File: src/rtl/decode_issue_ctrl_pkg.sv
// Shared types and constants for the decode-stage issue controller.
package decode_issue_ctrl_pkg;

  localparam int unsigned XLEN     = 32;
  localparam int unsigned RF_ADD_W = 5;
  localparam int unsigned SCTRL_W  = 6;
  localparam int unsigned FERR_W   = 3;

  // Register-file address as produced by the decoder.
  typedef logic [RF_ADD_W-1:0] rf_add;

  // Decoder source-control bit vector; one bit per operand source.
  typedef logic [SCTRL_W-1:0] sctrl;

  localparam int unsigned SCTRL_RFRP1 = 0;  // operand 1 read from register file
  localparam int unsigned SCTRL_RFRP2 = 1;  // operand 2 read from register file
  localparam int unsigned SCTRL_IMM   = 2;  // operand taken from immediate
  localparam int unsigned SCTRL_PC    = 3;  // operand taken from PC
  localparam int unsigned SCTRL_ZERO1 = 4;  // operand 1 forced to zero
  localparam int unsigned SCTRL_ZERO2 = 5;  // operand 2 forced to zero

  // Instruction misconduct reported by the decoder; anything but FREE traps.
  typedef enum logic [2:0] {
    IMISCON_FREE = 3'd0,
    IMISCON_ILLE = 3'd1,
    IMISCON_DSCR = 3'd2,
    IMISCON_FERR = 3'd3,
    IMISCON_MISA = 3'd4
  } imiscon;

  // Issue controller state.
  typedef enum logic {
    ISSUE_RUN  = 1'b0,
    ISSUE_HALT = 1'b1
  } issue_state;

  // One aligned instruction with its fetch side-band.
  typedef struct packed {
    logic [XLEN-1:0]   instr;
    logic [FERR_W-1:0] ferr;
    logic              aerr;
    logic              pred;
  } fetch_entry;

endpackage

File: src/rtl/decode_issue_ctrl_instr_fifo.sv
// Small circular FIFO holding aligned instructions ahead of the decoder.
module instr_fifo
  import decode_issue_ctrl_pkg::*;
#(
  parameter int unsigned DEPTH = 2
) (
  input  logic       clk,
  input  logic       rst,
  input  logic       push,
  input  logic       pop,
  input  logic       flush,
  input  fetch_entry wdata,
  output logic       full,
  output logic       empty,
  output fetch_entry head
);

  localparam int unsigned PTR_W = (DEPTH > 1) ? $clog2(DEPTH) : 1;
  localparam int unsigned CNT_W = PTR_W + 1;

  fetch_entry          mem [DEPTH];
  logic [PTR_W-1:0]    rptr;
  logic [PTR_W-1:0]    wptr;
  logic [CNT_W-1:0]    count;
  logic                do_push;
  logic                do_pop;

  // Guard against overflow/underflow locally; flush overrides both.
  always_comb begin
    do_push = push & ~full  & ~flush;
    do_pop  = pop  & ~empty & ~flush;
  end

  // Pointer and occupancy bookkeeping; pointers wrap naturally at DEPTH.
  always_ff @(posedge clk or posedge rst) begin
    if (rst) begin
      rptr  <= '0;
      wptr  <= '0;
      count <= '0;
    end else if (flush) begin
      rptr  <= '0;
      wptr  <= '0;
      count <= '0;
    end else begin
      if (do_push) begin
        wptr <= wptr + PTR_W'(1);
      end
      if (do_pop) begin
        rptr <= rptr + PTR_W'(1);
      end
      unique case ({do_push, do_pop})
        2'b10:   count <= count + CNT_W'(1);
        2'b01:   count <= count - CNT_W'(1);
        default: count <= count;
      endcase
    end
  end

  // Entry storage; contents are don't-care until qualified by count.
  always_ff @(posedge clk) begin
    if (do_push) begin
      mem[wptr] <= wdata;
    end
  end

  // Status and head presentation; head reads as zero while empty.
  always_comb begin
    full  = (count == CNT_W'(DEPTH));
    empty = (count == '0);
    head  = empty ? '0 : mem[rptr];
  end

endmodule

File: src/rtl/decode_issue_ctrl.sv
// Decode-stage issue controller: buffers aligned instructions, presents the
// head to the decoder and decides issue / load-use stall / halt-on-trap.
module decode_issue_ctrl
  import decode_issue_ctrl_pkg::*;
#(
  parameter int unsigned DEPTH = 2,
  parameter int unsigned CNT_W = 16
) (
  input  logic              s_clk_i,
  input  logic              s_rst_i,
  input  logic              s_valid_i,
  output logic              s_ready_o,
  input  logic [XLEN-1:0]   s_instr_i,
  input  logic [FERR_W-1:0] s_fetch_error_i,
  input  logic              s_align_error_i,
  input  logic              s_prediction_i,
  output logic              s_head_valid_o,
  output logic [XLEN-1:0]   s_head_instr_o,
  output logic [FERR_W-1:0] s_head_ferr_o,
  output logic              s_head_aerr_o,
  output logic              s_head_pred_o,
  input  rf_add             s_dec_rs1_i,
  input  rf_add             s_dec_rs2_i,
  input  sctrl              s_dec_sctrl_i,
  input  imiscon            s_dec_imiscon_i,
  input  logic              s_id_ready_i,
  input  logic              s_ex_load_i,
  input  rf_add             s_ex_rd_i,
  input  logic              s_flush_i,
  output logic              s_issue_o,
  output logic              s_hazard_o,
  output logic              s_halted_o,
  output logic [CNT_W-1:0]  s_stall_cnt_o
);

  issue_state       state_q;
  issue_state       state_d;
  fetch_entry       wr_entry;
  fetch_entry       head;
  logic             fifo_full;
  logic             fifo_empty;
  logic             push;
  logic             rs1_match;
  logic             rs2_match;
  logic             stall_inc;
  logic [CNT_W-1:0] stall_q;

  // Pack the incoming instruction and qualify the push; full blocks even
  // when a pop happens in the same cycle.
  always_comb begin
    wr_entry.instr = s_instr_i;
    wr_entry.ferr  = s_fetch_error_i;
    wr_entry.aerr  = s_align_error_i;
    wr_entry.pred  = s_prediction_i;
    push           = s_valid_i & ~fifo_full & ~s_flush_i;
    s_ready_o      = ~fifo_full;
  end

  instr_fifo #(
    .DEPTH (DEPTH)
  ) u_fifo (
    .clk   (s_clk_i),
    .rst   (s_rst_i),
    .push  (push),
    .pop   (s_issue_o),
    .flush (s_flush_i),
    .wdata (wr_entry),
    .full  (fifo_full),
    .empty (fifo_empty),
    .head  (head)
  );

  // Head fields go straight to the combinational decoder.
  always_comb begin
    s_head_valid_o = ~fifo_empty;
    s_head_instr_o = head.instr;
    s_head_ferr_o  = head.ferr;
    s_head_aerr_o  = head.aerr;
    s_head_pred_o  = head.pred;
  end

  // Load-use comparison of decoded sources against the EX destination.
  always_comb begin
    rs1_match = s_dec_sctrl_i[SCTRL_RFRP1] & (s_dec_rs1_i == s_ex_rd_i);
    rs2_match = s_dec_sctrl_i[SCTRL_RFRP2] & (s_dec_rs2_i == s_ex_rd_i);
  end

  // State register.
  always_ff @(posedge s_clk_i or posedge s_rst_i) begin
    if (s_rst_i) begin
      state_q <= ISSUE_RUN;
    end else begin
      state_q <= state_d;
    end
  end

  // Next state plus issue/hazard decisions; trapping heads never wait and
  // flush beats everything.
  always_comb begin
    state_d    = state_q;
    s_hazard_o = 1'b0;
    s_issue_o  = 1'b0;

    s_hazard_o = s_head_valid_o & s_ex_load_i & (s_ex_rd_i != '0) &
                 (rs1_match | rs2_match) & (s_dec_imiscon_i == IMISCON_FREE);
    s_issue_o  = s_head_valid_o & (state_q == ISSUE_RUN) & s_id_ready_i &
                 ~s_hazard_o & ~s_flush_i;

    if (s_flush_i) begin
      state_d = ISSUE_RUN;
    end else begin
      unique case (state_q)
        ISSUE_RUN: begin
          if (s_issue_o && (s_dec_imiscon_i != IMISCON_FREE)) begin
            state_d = ISSUE_HALT;
          end
        end
        ISSUE_HALT: begin
          state_d = ISSUE_HALT;
        end
        default: begin
          state_d = ISSUE_RUN;
        end
      endcase
    end
  end

  assign s_halted_o = (state_q == ISSUE_HALT);

  // Saturating count of cycles lost to load-use stalls; survives flush.
  always_comb begin
    stall_inc = s_hazard_o & (state_q == ISSUE_RUN) & s_id_ready_i;
  end

  // Stall counter register.
  always_ff @(posedge s_clk_i or posedge s_rst_i) begin
    if (s_rst_i) begin
      stall_q <= '0;
    end else if (stall_inc && (stall_q != '1)) begin
      stall_q <= stall_q + CNT_W'(1);
    end
  end

  assign s_stall_cnt_o = stall_q;

endmodule
File: config.mk
export PLATFORM = sky130hd
export DESIGN_NAME = decode_issue_ctrl
export DESIGN_NICKNAME = d
export VERILOG_FILES = /design/src/rtl/decode_issue_ctrl_pkg.sv /design/src/rtl/decode_issue_ctrl_instr_fifo.sv /design/src/rtl/decode_issue_ctrl.sv
export SDC_FILE = /design/constraint.sdc
export NUM_CORES = 1
export LEC_CHECK = 0
export BUFFER_PORTS_ARGS = -buffer_cell sky130_fd_sc_hd__buf_4
export CORE_UTILIZATION = 30
export CTS_BUF_LIST = sky130_fd_sc_hd__clkbuf_8
export DETAILED_ROUTE_END_ITERATION = 10
export PLACE_DENSITY_LB_ADDON = 0.1
export SLEW_MARGIN = 25
export SYNTH_ARGS = -nofsm -noshare
export SYNTH_HDL_FRONTEND = slang
export SYNTH_HIERARCHICAL = 1
export SYNTH_SLANG_ARGS = --single-unit
File: constraint.sdc
create_clock -name s_clk_i -period 7.2 [get_ports s_clk_i]
set_input_delay 1.44 -clock s_clk_i [delete_from_list [all_inputs] [get_ports s_clk_i]]
set_output_delay 1.44 -clock s_clk_i [all_outputs]
set_load 0.005 [all_outputs]
==> key figures <==
Route
  – Residual DRC: 0
  – DRT Wirelength: 8.93 mm
  – Routed len/inst: 14.9 um
  – Vias: 2707
  – Number of detailed-route iterations in the first pass: 6
  – Post-route ant nets: 0
  – Vias per cell: 4.52
  – Iter 0 DRT Violations: 97

GRT
  – Total GRT Usage: 12.8%
  – Number of global-route vias before repair: 2672
  – GRT Residual Overflow: 0
  – First-pass GRT wire length: 13.8 mm
  – Largest net degree at the start of global routing: 40
  – Initial antenna violation count: 0

Critical path
  – CP Max Fanout: 16
  – Critical path class: input pin to primary output
  – Critical Path Start Type: input pin
  – Crit end category: primary output
  – R2R depth: 6
  – Worst Path Arrival: 3.03 ns
  – Crit path required time: 5.76 ns

Final layout
  – Synth-to-layout area growth: 31.0%
  – Most frequent cells in the layout: buf_4 (124), edfxtp_1 (74), nor2_1 (43), mux2i_1 (38), xnor2_1 (25)
  – Share of cells above drive strength 1: 38.8%
  – # diodes: 0
  – Nets@finish: 486
  – # fillers: 1306
  – Commonest non-fill, non-tap cell in the layout: buf_4

Clock tree
  – Latest clock arrival within the worst-skew pair: 0.37 ns
  – Clk slew on worst S/H paths: 0.09 ns
  – Number of buffers created by CTS: 9
  – Worst-case clock buffer depth: 2
  – CTS tree: yes
  – Hold_buf cts: 0
  – Clock sink count: 95
  – CTS H-tree depth: 3
  – Cts repair resizes: 0
  – Post-CTS Setup Inserts: 0
  – Root buf cell: clkbuf_8

Power and ir drop
  – Leak: 2.04 nW
  – PwrDens: 190 mW/mm^2
  – Worst vdd ir: 0.000122 V

Synth
  – Asr flop ratio synth: 22.1%
  – Simple-gate share of the synthesized area: 14.4%
  – Adder-Cell Fraction of Synth Area: 0.301%
  – Largest family of logic cells by synthesized area: simple AND/OR/NAND/NOR gates
  – Number of synthesized register bits: 95
  – Mapped cell area: 0.00416 mm^2
  – Cells after Synth: 293
  – Syn_area_per_cell: 14.2 um^2
  – EDFF count, synth: 74
  – Multiplexer area fraction after synthesis: 9.42%
  – Seq/Total Area, Yosys: 66.1%
  – Most common flop cell mapped by yosys: edfxtp_1
  – Syn Nets: 361
  – Compound-Gate Fraction of Synth Area: 2.17%
  – Post-synth cell types: 43
  – Yosys warnings: 6
  – Xor and xnor area share after synthesis: 5.48%

Timing
  – Max-slew violations: 0
  – Tmin final: 4.47 ns
  – Hold_ws: 0.514 ns
  – Final period util: 62.0%
  – Measured slew at the worst slew-check pin: 0.732 ns
  – Clk_skew: 0.00862 ns
  – Final setup violation count: 0
  – Hold Vio Cnt, Final: 0
  – Fmax: 224 MHz
  – RSZ-0062 raised after global routing: false
  – Setup TNS: 0 ns
  – Slew headroom: 51.1%

Die
  – CORE AREA: 0.0134 mm^2
  – Die Width: 120 um
  – Row cnt: 42
  – Die Ht: 120 um
  – Die area: 0.0143 mm^2
  – Top Ports: 125
  – Effective utilization at floorplan: 31.0%

Placement
  – Dpl hpwl: 5.90 mm
  – PortBufs: 120
  – Routability cong.: 0.751

Min path
  – Hold Path Class: flip-flop to flip-flop
  – Hold path cells: 1

Outcome
  – Status: finished clean

Job
  – Max Cap Viol: 0
synthesized netlist by cell type (all sizes together) (6+ instances only):
cell | count | area [um^2]
dfrtp | 21 | 526
inv | 6 | 22.5
nor2 | 44 | 165
nand3 | 14 | 120
nand4 | 8 | 56.3
edfxtp | 74 | 2220
mux2i | 38 | 380
nand2 | 9 | 36.3
xnor2 | 25 | 219
buf | 9 | 61.3
nor3 | 7 | 46.3
report_power, final:
part | total [mW] | internal (mW) | switching (mW)
registers | 0.609 | 0.604 | 0.00474
logic | 0.107 | 0.0561 | 0.0506
clock network | 0.318 | 0.127 | 0.191
total | 1.03 | 0.787 | 0.247
kinds of logic (layout without fill, tap and decap cells):
family	count (synthesis)	in the layout
and+or+nand+nor	105	105
buffers and inverters	16	146
AOI/OAI and AO/OA	11	11
DFF	95	95
xor gates and xnor gates	26	26
muxes	39	39
adders and majority gates	1	1
state kept, by name (all words and copies together) (netlist names):
name           flops
u_fifo/mem        74
u_fifo/count       2
u_fifo/rptr        1
u_fifo/wptr        1
s_halted_o         1
s_stall_cnt_o     16
worst paths after layout:
check,from,endpoint,slack (ns)
worst max-delay path,s_ex_rd_i[0],s_issue_o,2.73
worst min-delay path,s_stall_cnt_o[15],s_stall_cnt_o[15],0.51
worst max register to register,u_fifo/count[0],u_fifo/mem[0][25],4.32
worst min register to register,s_stall_cnt_o[15],s_stall_cnt_o[15],0.51
max in group asynchronous,s_rst_i,s_stall_cnt_o[0],5.55
min in group asynchronous,s_rst_i,u_fifo/wptr,0.97
cell type report:
type,count,area [um^2],share of cell area (%)
multi-input cells,182,1350,24.8
clock inverters,7,47.5,0.873
flip-flops and latches,95,2750,50.5
well taps,176,220,4.04
clock buffers,9,124,2.27
repair buffers,124,931,17.1
inverters,6,22.5,0.414
metrics by stage:
step	setup slack (ns)	power, mW	instance area [um^2]	std cells	utilization, %
CTS	2.37	1.06	5440	599	40.6
floorplan	1.95	0.664	4160	293	-
detailed placement	2.36	0.731	5270	583	39.3
finish	2.73	1.03	5450	599	40.6
global placement	2.45	0.729	5260	583	39.3
global route	2.55	1.08	5450	599	40.6
per-layer routing:
layer  track usage (%)  up-vias  wire length, um
met3              4.42       12              596
met5                 0        -                0
met2              20.3       75             4270
met1              15.6     1302             3930
met4              6.09        0              128
li1                  -     1318                -
critical path: stages:
cell and delay [ns]:
buf_4 0.13, xnor2_1 0.17, nand4_1 0.19, o22ai_4 0.56
and2b_1 0.26, nor4_2 0.09, buf_4 0.18
Power figures use the tool's default switching activity.
